$ cat config.mk
export PLATFORM = sky130hd
export DESIGN_NAME = vpu_src_port_arbiter_flat
export DESIGN_NICKNAME = d
export VERILOG_FILES = /design/src/rtl/vpu_src_port_arbiter_if.sv /design/src/rtl/vpu_src_port_arbiter.sv /design/src/flat_wrapper.sv
export SDC_FILE = /design/constraint.sdc
export NUM_CORES = 1
export LEC_CHECK = 0
export BUFFER_PORTS_ARGS = -buffer_cell sky130_fd_sc_hd__buf_2
export CAP_MARGIN = 20
export CORE_AREA = 2 2 431 433
export CTS_BUF_LIST = sky130_fd_sc_hd__clkbuf_2
export CTS_CLUSTER_SIZE = 24
export DETAILED_ROUTE_END_ITERATION = 8
export DIE_AREA = 0 0 433 435
export GPL_TIMING_DRIVEN = 0
export SLEW_MARGIN = 20
export SYNTH_ARGS = -nofsm -noshare
export SYNTH_HDL_FRONTEND = slang
export SYNTH_SLANG_ARGS = --single-unit
$ cat constraint.sdc
create_clock -name clk -period 6.25 [get_ports clk]
set_input_delay 0.9375 -clock clk [delete_from_list [all_inputs] [get_ports clk]]
set_output_delay 0.9375 -clock clk [all_outputs]
set_load 0.03 [all_outputs]
$ cat src/rtl/vpu_src_port_arbiter_if.sv
// Purpose : bundles the requester-channel and SRAM read-port signals of the
//           VPU source-port arbiter into one interface.
// Ports   : ch_*   - NUM_CH packed requester channels (req/ack, rid/addr/reb/
//                    rlast, shared rdata with one-hot rvalid)
//           sram_* - single SRAM read port
//           outst_cnt / err_unexp - arbiter status
// Modports: slave  - arbiter view
//           master - environment view (requesters plus SRAM)
interface vpu_src_port_arbiter_if #(
  parameter int unsigned NUM_CH    = 3,
  parameter int unsigned RID_W     = 5,
  parameter int unsigned ADDR_W    = 10,
  parameter int unsigned DATA_W    = 512,
  parameter int unsigned MAX_OUTST = 4
);
  localparam int unsigned CNT_W = $clog2(MAX_OUTST) + 1;

  logic [NUM_CH-1:0]        ch_req;
  logic [NUM_CH-1:0]        ch_ack;
  logic [NUM_CH*RID_W-1:0]  ch_rid;
  logic [NUM_CH*ADDR_W-1:0] ch_addr;
  logic [NUM_CH-1:0]        ch_reb;
  logic [NUM_CH-1:0]        ch_rlast;
  logic [DATA_W-1:0]        ch_rdata;
  logic [NUM_CH-1:0]        ch_rvalid;

  logic                     sram_req;
  logic                     sram_ack;
  logic [RID_W-1:0]         sram_rid;
  logic [ADDR_W-1:0]        sram_addr;
  logic                     sram_reb;
  logic                     sram_rlast;
  logic [DATA_W-1:0]        sram_rdata;
  logic                     sram_rvalid;

  logic [CNT_W-1:0]         outst_cnt;
  logic                     err_unexp;

  modport slave (
    input  ch_req, ch_rid, ch_addr, ch_reb, ch_rlast,
    output ch_ack, ch_rdata, ch_rvalid,
    output sram_req, sram_rid, sram_addr, sram_reb, sram_rlast,
    input  sram_ack, sram_rdata, sram_rvalid,
    output outst_cnt, err_unexp
  );

  modport master (
    output ch_req, ch_rid, ch_addr, ch_reb, ch_rlast,
    input  ch_ack, ch_rdata, ch_rvalid,
    input  sram_req, sram_rid, sram_addr, sram_reb, sram_rlast,
    output sram_ack, sram_rdata, sram_rvalid,
    input  outst_cnt, err_unexp
  );
endinterface

$ cat src/rtl/vpu_src_port_arbiter.sv
// Purpose : merges NUM_CH source-operand read channels onto one SRAM read
//           port. Round-robin grant with burst lock; an in-order routing FIFO
//           steers every returned beat back to the channel that issued it.
// Ports   : clk   - clock
//           rst_n - synchronous active-low reset
//           bus   - vpu_src_port_arbiter_if.slave (channel side, SRAM side,
//                   outst_cnt, err_unexp)
// Notes   : sram_req/rid/addr/reb/rlast and ch_ack are combinational from the
//           owner's inputs; ch_rdata/ch_rvalid are registered (latency 1).
//           MAX_OUTST must be a power of two, at least 2.
module vpu_src_port_arbiter #(
  parameter int unsigned NUM_CH    = 3,
  parameter int unsigned RID_W     = 5,
  parameter int unsigned ADDR_W    = 10,
  parameter int unsigned DATA_W    = 512,
  parameter int unsigned MAX_OUTST = 4
) (
  input  logic                     clk,
  input  logic                     rst_n,
  vpu_src_port_arbiter_if.slave    bus
);
  localparam int unsigned CH_W  = (NUM_CH > 1) ? $clog2(NUM_CH) : 1;
  localparam int unsigned PTR_W = $clog2(MAX_OUTST);
  localparam int unsigned CNT_W = PTR_W + 1;

  typedef enum logic {ST_IDLE, ST_LOCK} state_t;

  state_t              r_state, w_state_nxt;
  logic [CH_W-1:0]     r_owner, r_rr_ptr;
  logic [CH_W-1:0]     w_pick, w_cand;
  logic                w_any_req;
  logic                w_full, w_sram_req, w_accept, w_pop;
  logic [NUM_CH-1:0]   w_ch_ack;
  logic [RID_W-1:0]    w_rid;
  logic [ADDR_W-1:0]   w_addr;
  logic                w_reb, w_rlast;

  logic [RID_W-1:0]    w_rid_arr  [NUM_CH];
  logic [ADDR_W-1:0]   w_addr_arr [NUM_CH];

  logic [CH_W-1:0]     r_fifo [MAX_OUTST];
  logic [PTR_W-1:0]    r_wr_ptr, r_rd_ptr;
  logic [CNT_W-1:0]    r_cnt;
  logic                r_err;
  logic [NUM_CH-1:0]   r_rvalid;
  logic [DATA_W-1:0]   r_rdata;

  // Unpack the flat per-channel buses so the owner can select them directly
  for (genvar g = 0; g < NUM_CH; g++) begin : g_unpack
    assign w_rid_arr[g]  = bus.ch_rid[g*RID_W +: RID_W];
    assign w_addr_arr[g] = bus.ch_addr[g*ADDR_W +: ADDR_W];
  end

  // Full uses the registered count only, so a same-cycle pop cannot unblock
  assign w_full = (r_cnt == CNT_W'(MAX_OUTST));
  assign w_pop  = bus.sram_rvalid && (r_cnt != '0);

  // Round-robin pick: first requester at or after r_rr_ptr, cyclically
  always_comb begin
    w_any_req = 1'b0;
    w_pick    = '0;
    w_cand    = '0;
    for (int unsigned i = 0; i < NUM_CH; i++) begin
      w_cand = CH_W'((32'(r_rr_ptr) + i) % NUM_CH);
      if (!w_any_req && bus.ch_req[w_cand]) begin
        w_any_req = 1'b1;
        w_pick    = w_cand;
      end
    end
  end

  // Next-state and SRAM-side outputs
  always_comb begin
    w_state_nxt = r_state;
    w_sram_req  = 1'b0;
    w_accept    = 1'b0;
    w_ch_ack    = '0;
    w_rid       = '0;
    w_addr      = '0;
    w_reb       = 1'b1;
    w_rlast     = 1'b0;
    case (r_state)
      ST_IDLE: begin
        if (w_any_req) w_state_nxt = ST_LOCK;
      end
      ST_LOCK: begin
        w_rid      = w_rid_arr[r_owner];
        w_addr     = w_addr_arr[r_owner];
        w_reb      = bus.ch_reb[r_owner];
        w_rlast    = bus.ch_rlast[r_owner];
        w_sram_req = bus.ch_req[r_owner] && !w_full;
        w_accept   = w_sram_req && bus.sram_ack;
        if (w_accept) begin
          w_ch_ack = NUM_CH'(1) << r_owner;
          // Burst lock releases only on the owner's last beat
          if (w_rlast) w_state_nxt = ST_IDLE;
        end
      end
      default: w_state_nxt = ST_IDLE;
    endcase
  end

  // State register
  always_ff @(posedge clk) begin
    if (!rst_n) r_state <= ST_IDLE;
    else        r_state <= w_state_nxt;
  end

  // Owner capture and round-robin pointer advance
  always_ff @(posedge clk) begin
    if (!rst_n) begin
      r_owner  <= '0;
      r_rr_ptr <= '0;
    end else begin
      if (r_state == ST_IDLE && w_any_req) r_owner <= w_pick;
      if (w_accept && w_rlast)
        r_rr_ptr <= (r_owner == CH_W'(NUM_CH - 1)) ? '0 : r_owner + CH_W'(1);
    end
  end

  // Routing FIFO storage; emptiness is tracked by r_cnt, so no reset needed
  always_ff @(posedge clk) begin
    if (w_accept) r_fifo[r_wr_ptr] <= r_owner;
  end

  // FIFO pointers, outstanding count, return path and sticky error
  always_ff @(posedge clk) begin
    if (!rst_n) begin
      r_wr_ptr <= '0;
      r_rd_ptr <= '0;
      r_cnt    <= '0;
      r_err    <= 1'b0;
      r_rvalid <= '0;
      r_rdata  <= '0;
    end else begin
      if (w_accept) r_wr_ptr <= r_wr_ptr + PTR_W'(1);
      if (w_pop)    r_rd_ptr <= r_rd_ptr + PTR_W'(1);
      case ({w_accept, w_pop})
        2'b10:   r_cnt <= r_cnt + CNT_W'(1);
        2'b01:   r_cnt <= r_cnt - CNT_W'(1);
        default: r_cnt <= r_cnt;
      endcase
      if (bus.sram_rvalid && r_cnt == '0) r_err <= 1'b1;
      r_rvalid <= w_pop ? (NUM_CH'(1) << r_fifo[r_rd_ptr]) : '0;
      if (w_pop) r_rdata <= bus.sram_rdata;
    end
  end

  assign bus.sram_req   = w_sram_req;
  assign bus.sram_rid   = w_rid;
  assign bus.sram_addr  = w_addr;
  assign bus.sram_reb   = w_reb;
  assign bus.sram_rlast = w_rlast;
  assign bus.ch_ack     = w_ch_ack;
  assign bus.ch_rvalid  = r_rvalid;
  assign bus.ch_rdata   = r_rdata;
  assign bus.outst_cnt  = r_cnt;
  assign bus.err_unexp  = r_err;
endmodule

$ cat src/flat_wrapper.sv
// flat-port wrapper written by rule: the top's interface ports become plain ports
module vpu_src_port_arbiter_flat 
#(
  parameter int unsigned NUM_CH    = 3,
  parameter int unsigned RID_W     = 5,
  parameter int unsigned ADDR_W    = 10,
  parameter int unsigned DATA_W    = 512,
  parameter int unsigned MAX_OUTST = 4
)
  (clk, rst_n, bus_ch_req, bus_ch_rid, bus_ch_addr, bus_ch_reb, bus_ch_rlast, bus_ch_ack, bus_ch_rdata, bus_ch_rvalid, bus_sram_req, bus_sram_rid, bus_sram_addr, bus_sram_reb, bus_sram_rlast, bus_sram_ack, bus_sram_rdata, bus_sram_rvalid, bus_outst_cnt, bus_err_unexp);
  vpu_src_port_arbiter_if #(.NUM_CH(NUM_CH), .RID_W(RID_W), .ADDR_W(ADDR_W), .DATA_W(DATA_W), .MAX_OUTST(MAX_OUTST)) bus_i ();
  input  logic clk;
  input  logic rst_n;
  input wire logic [$bits(bus_i.ch_req)-1:0] bus_ch_req;
  input wire logic [$bits(bus_i.ch_rid)-1:0] bus_ch_rid;
  input wire logic [$bits(bus_i.ch_addr)-1:0] bus_ch_addr;
  input wire logic [$bits(bus_i.ch_reb)-1:0] bus_ch_reb;
  input wire logic [$bits(bus_i.ch_rlast)-1:0] bus_ch_rlast;
  output wire logic [$bits(bus_i.ch_ack)-1:0] bus_ch_ack;
  output wire logic [$bits(bus_i.ch_rdata)-1:0] bus_ch_rdata;
  output wire logic [$bits(bus_i.ch_rvalid)-1:0] bus_ch_rvalid;
  output wire logic [$bits(bus_i.sram_req)-1:0] bus_sram_req;
  output wire logic [$bits(bus_i.sram_rid)-1:0] bus_sram_rid;
  output wire logic [$bits(bus_i.sram_addr)-1:0] bus_sram_addr;
  output wire logic [$bits(bus_i.sram_reb)-1:0] bus_sram_reb;
  output wire logic [$bits(bus_i.sram_rlast)-1:0] bus_sram_rlast;
  input wire logic [$bits(bus_i.sram_ack)-1:0] bus_sram_ack;
  input wire logic [$bits(bus_i.sram_rdata)-1:0] bus_sram_rdata;
  input wire logic [$bits(bus_i.sram_rvalid)-1:0] bus_sram_rvalid;
  output wire logic [$bits(bus_i.outst_cnt)-1:0] bus_outst_cnt;
  output wire logic [$bits(bus_i.err_unexp)-1:0] bus_err_unexp;
  assign bus_i.ch_req = bus_ch_req;
  assign bus_i.ch_rid = bus_ch_rid;
  assign bus_i.ch_addr = bus_ch_addr;
  assign bus_i.ch_reb = bus_ch_reb;
  assign bus_i.ch_rlast = bus_ch_rlast;
  assign bus_ch_ack = bus_i.ch_ack;
  assign bus_ch_rdata = bus_i.ch_rdata;
  assign bus_ch_rvalid = bus_i.ch_rvalid;
  assign bus_sram_req = bus_i.sram_req;
  assign bus_sram_rid = bus_i.sram_rid;
  assign bus_sram_addr = bus_i.sram_addr;
  assign bus_sram_reb = bus_i.sram_reb;
  assign bus_sram_rlast = bus_i.sram_rlast;
  assign bus_i.sram_ack = bus_sram_ack;
  assign bus_i.sram_rdata = bus_sram_rdata;
  assign bus_i.sram_rvalid = bus_sram_rvalid;
  assign bus_outst_cnt = bus_i.outst_cnt;
  assign bus_err_unexp = bus_i.err_unexp;
  vpu_src_port_arbiter #(.NUM_CH(NUM_CH), .RID_W(RID_W), .ADDR_W(ADDR_W), .DATA_W(DATA_W), .MAX_OUTST(MAX_OUTST)) u_core (.clk(clk), .rst_n(rst_n), .bus(bus_i));
endmodule
* Yosys cells after proc, flatten, opt, wreduce, memory -nomap -nowiden *
Memories as Yosys holds them, arrays and structs flattened. A register that Yosys moved wholly into a read port is not among the register bits.
Cells that the tools add are included.
W data, S select, Z words.

word-level totals
  memories = 1
  output and inout port bits = 540
  bits in writable memories = 8
  bits in registers = 528
  input bits = 570
  logic and storage cells = 90

memories
  memory         depth  bits a word  rd ports  clocked after Yosys merged registers in  wr ports  RTL line                    source
  u_core.r_fifo  4      2            1         1                                        1         vpu_src_port_arbiter.sv:41  logic [CH_W-1:0] r_fifo [MAX_OUTST];

operators by class
  div/mod/pow operators = 3
  bitwise logic cells = 2
  $lt $le $gt $ge = 5
  equality and inequality tests = 4
  shift-type cells = 2
  add/subtract/negate cells = 7
  reductions and logical operators = 15
  muxes and demuxes = 42

operators by type and width
  cell                     count
  $mod A32 B2 Y32 const B  2
  $mod A2 B2 Y32 const B   1
  $mux W10                 3
  $bmux W10 S2             1
  $mux W1                  18
  $mux W5                  3
  $bmux W1 S2              6
  $lt A2 B3 Y1 const B     4
  $mux W2                  6
  $bmux W5 S2              1
  $logic_and A1 B1 Y1      8
  $add A2 B1 Y2 const B    3
  $mux W3                  2
  $pmux W3 S2              1
  $shl A1 B2 Y3 const A    2
  $eq A2 B2 Y1 const B     2
  $add A2 B1 Y3 const B    1
  $add A2 B2 Y3 const B    1
  $add A3 B1 Y3 const B    1
  $eq A3 B3 Y1 const B     1
  $ge A3 B3 Y1 const B     1
  $logic_not A1 Y1         3
  $logic_not A3 Y1         1
  $not A2 Y3               1
  7 further kinds          7

* Logic depth before layout (Yosys ltp) *
  depth in word-level cells = 12
  mapped depth = 12
  mapped depth without buffers = 10

* Least setup slack after synthesis *
Ideal clock, no wire load.

  kind = input-to-output
  from = in bus_ch_req[1]
  to = out bus_ch_ack[1]
  cell stages on the path = 6
  required time = 5312 ps
  arrival time = 2238 ps
  setup slack = 3075 ps
  buffers on the path = 1
  cell sequence = mux2i_1 -> o21ai_1 -> and4_1 -> buf_4 -> inv_1 -> nor3b_1

on the way
  longest elaborated chain between the ends = 6

ends and longest elaborated chain
  item                           RTL line                    source
  start: declaration             flat_wrapper.sv:14          input wire logic [$bits(bus_i.ch_req)-1:0] bus_ch_req;
  $bmux W1 S2                    vpu_src_port_arbiter.sv:91  w_sram_req = bus.ch_req[r_owner] && !w_full;
  $mux W1 (implied by the code)  vpu_src_port_arbiter.sv:91
  $logic_and A1 B1 Y1            vpu_src_port_arbiter.sv:91
  $logic_and A1 B1 Y1            vpu_src_port_arbiter.sv:92  w_accept = w_sram_req && bus.sram_ack;
  $mux W3                        vpu_src_port_arbiter.sv:93  if (w_accept) begin
  $mux W3                        vpu_src_port_arbiter.sv:82  case (r_state)
  end: declaration               flat_wrapper.sv:19          output wire logic [$bits(bus_i.ch_ack)-1:0] bus_ch_ack;

No other way between the ends. The select of a mux whose other input is x is not followed.

* Final worst setup path *
  from = reg u_core.r_owner[0]
  to = out bus_ch_ack[1]

on the way
  longest elaborated chain between the ends = 6
  elaborated cells between the ends (all ways) = 7

ends and longest elaborated chain
  item                           RTL line                     source
  start: declaration             vpu_src_port_arbiter.sv:29   logic [CH_W-1:0] r_owner, r_rr_ptr;
  start signal: assignment       vpu_src_port_arbiter.sv:115  if (r_state == ST_IDLE && w_any_req) r_owner <= w_pick;
  $bmux W1 S2                    vpu_src_port_arbiter.sv:91
  $mux W1 (implied by the code)  vpu_src_port_arbiter.sv:91
  $logic_and A1 B1 Y1            vpu_src_port_arbiter.sv:91
  $logic_and A1 B1 Y1            vpu_src_port_arbiter.sv:92
  $mux W3 (*)                    vpu_src_port_arbiter.sv:93
  $mux W3 (*)                    vpu_src_port_arbiter.sv:82

Mark *: on every way between the ends. The rest lies on a longest branch, timed or not. The select of a mux whose other input is x is not followed.

==> impl_metrics.csv <==
group,metric,value,unit
cells_and_area,most_common_cell_after_layout_fill_and_taps_aside,"sky130_fd_sc_hd__buf_2",
routing,avgViaCountPerCell,3.73,
timing,clock-skew-final,104,ps
cells_and_area,fillers,20200,
setup_path,crit-reg2reg-capture,"u_core.bus.outst_cnt[2]",
global_routing,overflow,0,
clocking,ctsRootBufferMaster,"sky130_fd_sc_hd__clkbuf_2",
timing,finalWorstSetupSlack,1350,ps
min_path,holdPathStages,4,
timing,final_max_slew_viol_count,0,
power_and_ir_drop,swShare,0.470,
power_and_ir_drop,vdd.ir_drop.worst,0.000157,V
timing,grt_setup_unrepaired,"no",
min_path,whs_endpoint,"u_core.bus.ch_rdata[423]",
logic_synthesis,seq_area_frac_synth,0.519,
min_path,type_of_the_worst_min_delay_path,"input pin to register",
power_and_ir_drop,clock_power_share,0.225,
clocking,h-tree-depth,4,
die,rows,158,
global_routing,grt_usage,0.165,
die,design.die.area,0.188,mm²
cells_and_area,final_cells,7436,
timing,totalNegativeSetupSlack,0,ps
setup_path,cp_data_required_time,5310,ps
routing,drt-initial-drc-count,1612,
clocking,cts_tree,"yes",
placement,dp_hpwl,126,mm
timing,worst-slew-pin-transition,1110,ps
logic_synthesis,post_synth_num_cell_types,43,
placement,pre_cts_slack,2750,ps
power_and_ir_drop,pwr-share-seq,0.335,
routing,detail_route.wirelength,161,mm
routing,wl_per_cell,21.7,µm
placement,dp_cells,6018,
timing,final_min_period_over_clock_period,0.784,
setup_path,worst-r2r-setup-slack,2950,ps
setup_path,critPathMostFrequentCell,"sky130_fd_sc_hd__buf_4",
clocking,cts_bufs_inserted,162,
timing,relSlewSlack,0.260,
setup_path,worstPathCellList,"buf_4 > mux2i_1 > o21ai_1 > and4_1 > dlygate4sd3_1 > buf_4 > inv_1 > nor3b_1 > buf_2",
die,core_area,0.184,mm²
power_and_ir_drop,finalPower,0.0135,W
logic_synthesis,synth_cells,2429,
setup_path,r2r.worst_path.cells,13,
timing,timing.fmax,0.204,GHz
job,cap_violations,0,
timing,timing.final.setup_violations,0,
clocking,numClockSinks,538,
global_routing,antenna_found_initial,48,
placement,globalplace.congestion,1.04,
outcome,run_status,"finished clean",
setup_path,crit_fanout,9,
setup_path,worst_ep_arrival_time,3960,ps
timing,timing.final.hold_violations,0,
cells_and_area,number_of_nets_in_the_final_layout,5385,
routing,via_count,27700,
cells_and_area,syn_to_final_growth,102,%
logic_synthesis,syn_area_per_cell,8.60,µm²
setup_path,setup.worst_path.end_class,"primary output",
setup_path,criticalPathCategory,"register to primary output",
die,die_height,435,µm
logic_synthesis,syn-cell-area,0.0209,mm²
logic_synthesis,synth_edf_count,8,
global_routing,grt_start_max_net_pins,17,
logic_synthesis,synth_seq_cells,538,
power_and_ir_drop,internal_pwr_total,0.00713,W
cells_and_area,final_cell_mix,"sky130_fd_sc_hd__buf_2 (1,173), sky130_fd_sc_hd__dlygate4sd3_1 (1,103), sky130_fd_sc_hd__nand2_1 (1,055)",
setup_path,slowest_stage,"sky130_fd_sc_hd__dlygate4sd3_1",
cells_and_area,multi_input_comb_area,0.00883,mm²
die,die_width,433,µm
min_path,min_delay_src,"bus_sram_rdata[423]",
power_and_ir_drop,p_comb_frac,0.440,
placement,place.port_buffers,1108,
setup_path,critical-path-max-stage-delay,560,ps
power_and_ir_drop,p_sw,0.00632,W
logic_synthesis,ys_async_sr_fraction,0,
clocking,worst_setup_hold_path_clk_slew,90,ps
clocking,worst_skew_pair.late_latency,1670,ps
clocking,postCtsSetupBuffers,0,
clocking,cts_max_path_buffers,3,
timing,final_period_minus_worst_setup_slack,4900,ps
logic_synthesis,postSynth.topFlopCell,"sky130_fd_sc_hd__dfxtp_1",
cells_and_area,layout-drive-gt1-share,0.303,
power_and_ir_drop,powerDensity,319,mW/mm²
cells_and_area,storage_cell_area,0.0109,mm²
routing,detail-route-antenna-nets,0,
power_and_ir_drop,p_leak,18.4,nW
logic_synthesis,yosys_warnings,0,
timing,hold-worst-slack,380,ps
routing,drt-pass1-iter-count,6,
die,num_io_pins,1110,
die,initial_utilization,0.113,
setup_path,setup.worst_path.start_class,"register",
global_routing,grt_pass1_vias,28200,
logic_synthesis,syn-num-nets,3009,
routing,post-route-drc-count,0,
setup_path,crit-reg2reg-launch,"u_core.r_owner[0]",
global_routing,wire_length_of_the_first_global_routing_pass,216,mm
how the worst max path moves through the flow:
stage          slack, ps               from                  endpoint
6_report            1350  u_core.r_owner[0]             bus_ch_ack[1]
2_1_floorplan       3070      bus_ch_req[1]             bus_ch_ack[1]
4_1_cts             1010  u_core.r_owner[0]             bus_ch_ack[1]
3_3_place_gp        1930              rst_n  u_core.bus.ch_rdata[226]
5_1_grt              910  u_core.r_owner[0]             bus_ch_ack[1]
3_5_place_dp        2750    bus_sram_rvalid   u_core.bus.outst_cnt[2]
through the flow:
step / instance area [µm²] / util
floorplan: 20900 / -
global placement: 29500 / 0.160
detailed placement: 29600 / 0.161
CTS: 42100 / 0.229
global route: 42200 / 0.229
finish: 42200 / 0.229
state kept, by name (all words and copies together), names as in the netlist, named ones only:
| signal | count |
|---|---|
| u_core.bus.ch_rdata | 512 |
| u_core.bus.ch_rvalid | 3 |
| u_core.r_fifo | 8 |
| u_core.r_rr_ptr | 2 |
| u_core.bus.err_unexp | 1 |
| u_core.r_state | 1 |
| u_core.bus.outst_cnt | 3 |
| u_core.r_rd_ptr | 2 |
| u_core.r_owner | 2 |
| u_core.r_wr_ptr | 2 |
logic make-up (layout without fill, tap and decap cells):
group,after synthesis,after routing,synth area share
flip-flops,538,538,0.519
other,0,32,0
adder cells (fa/ha/maj),10,10,0.00635
AND/OR/NAND/NOR,1108,1108,0.206
multiplexers,26,26,0.0137
buffers and inverters,193,2688,0.0578
AO/OA/AOI/OAI,549,549,0.195
XOR/XNOR,5,5,0.00210
final cells by class:
class,count,area share
clock inverters,49,0.00792
plain buffers,183,0.0279
diodes,32,0.00190
flip-flops and latches,538,0.257
multi-input cells,1698,0.209
clock buffers,234,0.0278
inverters,10,0.000890
repair buffers,2212,0.394
well taps,2480,0.0735
metal layers:
metal,GRT usage,up-vias,part of all wire
met5,0,-,0.00071
met4,0.0776,18,0.048
met3,0.0423,347,0.081
met2,0.277,1347,0.47
met1,0.195,13300,0.40
li1,-,12700,-
power groups by stage:
stage                     Sequential, W  Combinational, W  Clock (W)
after floorplan                 0.00568           0.00177          0
final                           0.00451           0.00592    0.00302
after CTS                       0.00448           0.00591    0.00317
after detailed placement        0.00456           0.00527          0
after global placement          0.00454           0.00524          0
after global routing            0.00457           0.00625    0.00332
cells in the mapped netlist, types with 4 or more instances:
library cell	count	area, µm²
sky130_fd_sc_hd__dfxtp_1	530	10600
sky130_fd_sc_hd__and2_1	28	175
sky130_fd_sc_hd__buf_8	11	165
sky130_fd_sc_hd__nor2b_1	4	25.0
sky130_fd_sc_hd__buf_4	4	30.0
sky130_fd_sc_hd__a21boi_0	113	848
sky130_fd_sc_hd__inv_1	9	33.8
sky130_fd_sc_hd__ha_1	9	113
sky130_fd_sc_hd__clkbuf_1	68	255
sky130_fd_sc_hd__buf_2	65	325
sky130_fd_sc_hd__edfxtp_1	8	240
sky130_fd_sc_hd__buf_6	35	394
sky130_fd_sc_hd__a21boi_1	400	3000
sky130_fd_sc_hd__o21ai_0	22	110
sky130_fd_sc_hd__xnor2_1	4	35.0
sky130_fd_sc_hd__nand2_1	1055	3960
sky130_fd_sc_hd__mux2i_1	24	240
critical path, delay by kind of cell, from the launching register on:
family | cells | cell delay, ps
compound gates | 1 | 180
buf+inv | 5 | 1270
flops | 1 | 400
mux | 1 | 80
simple gates | 2 | 460
repair_timing:
item                      4_1_cts  5_1_grt
resized for setup               0        0
hold endpoints to repair      535        0
hold buffers                 1103        0
(Power assumes the default switching activity.)
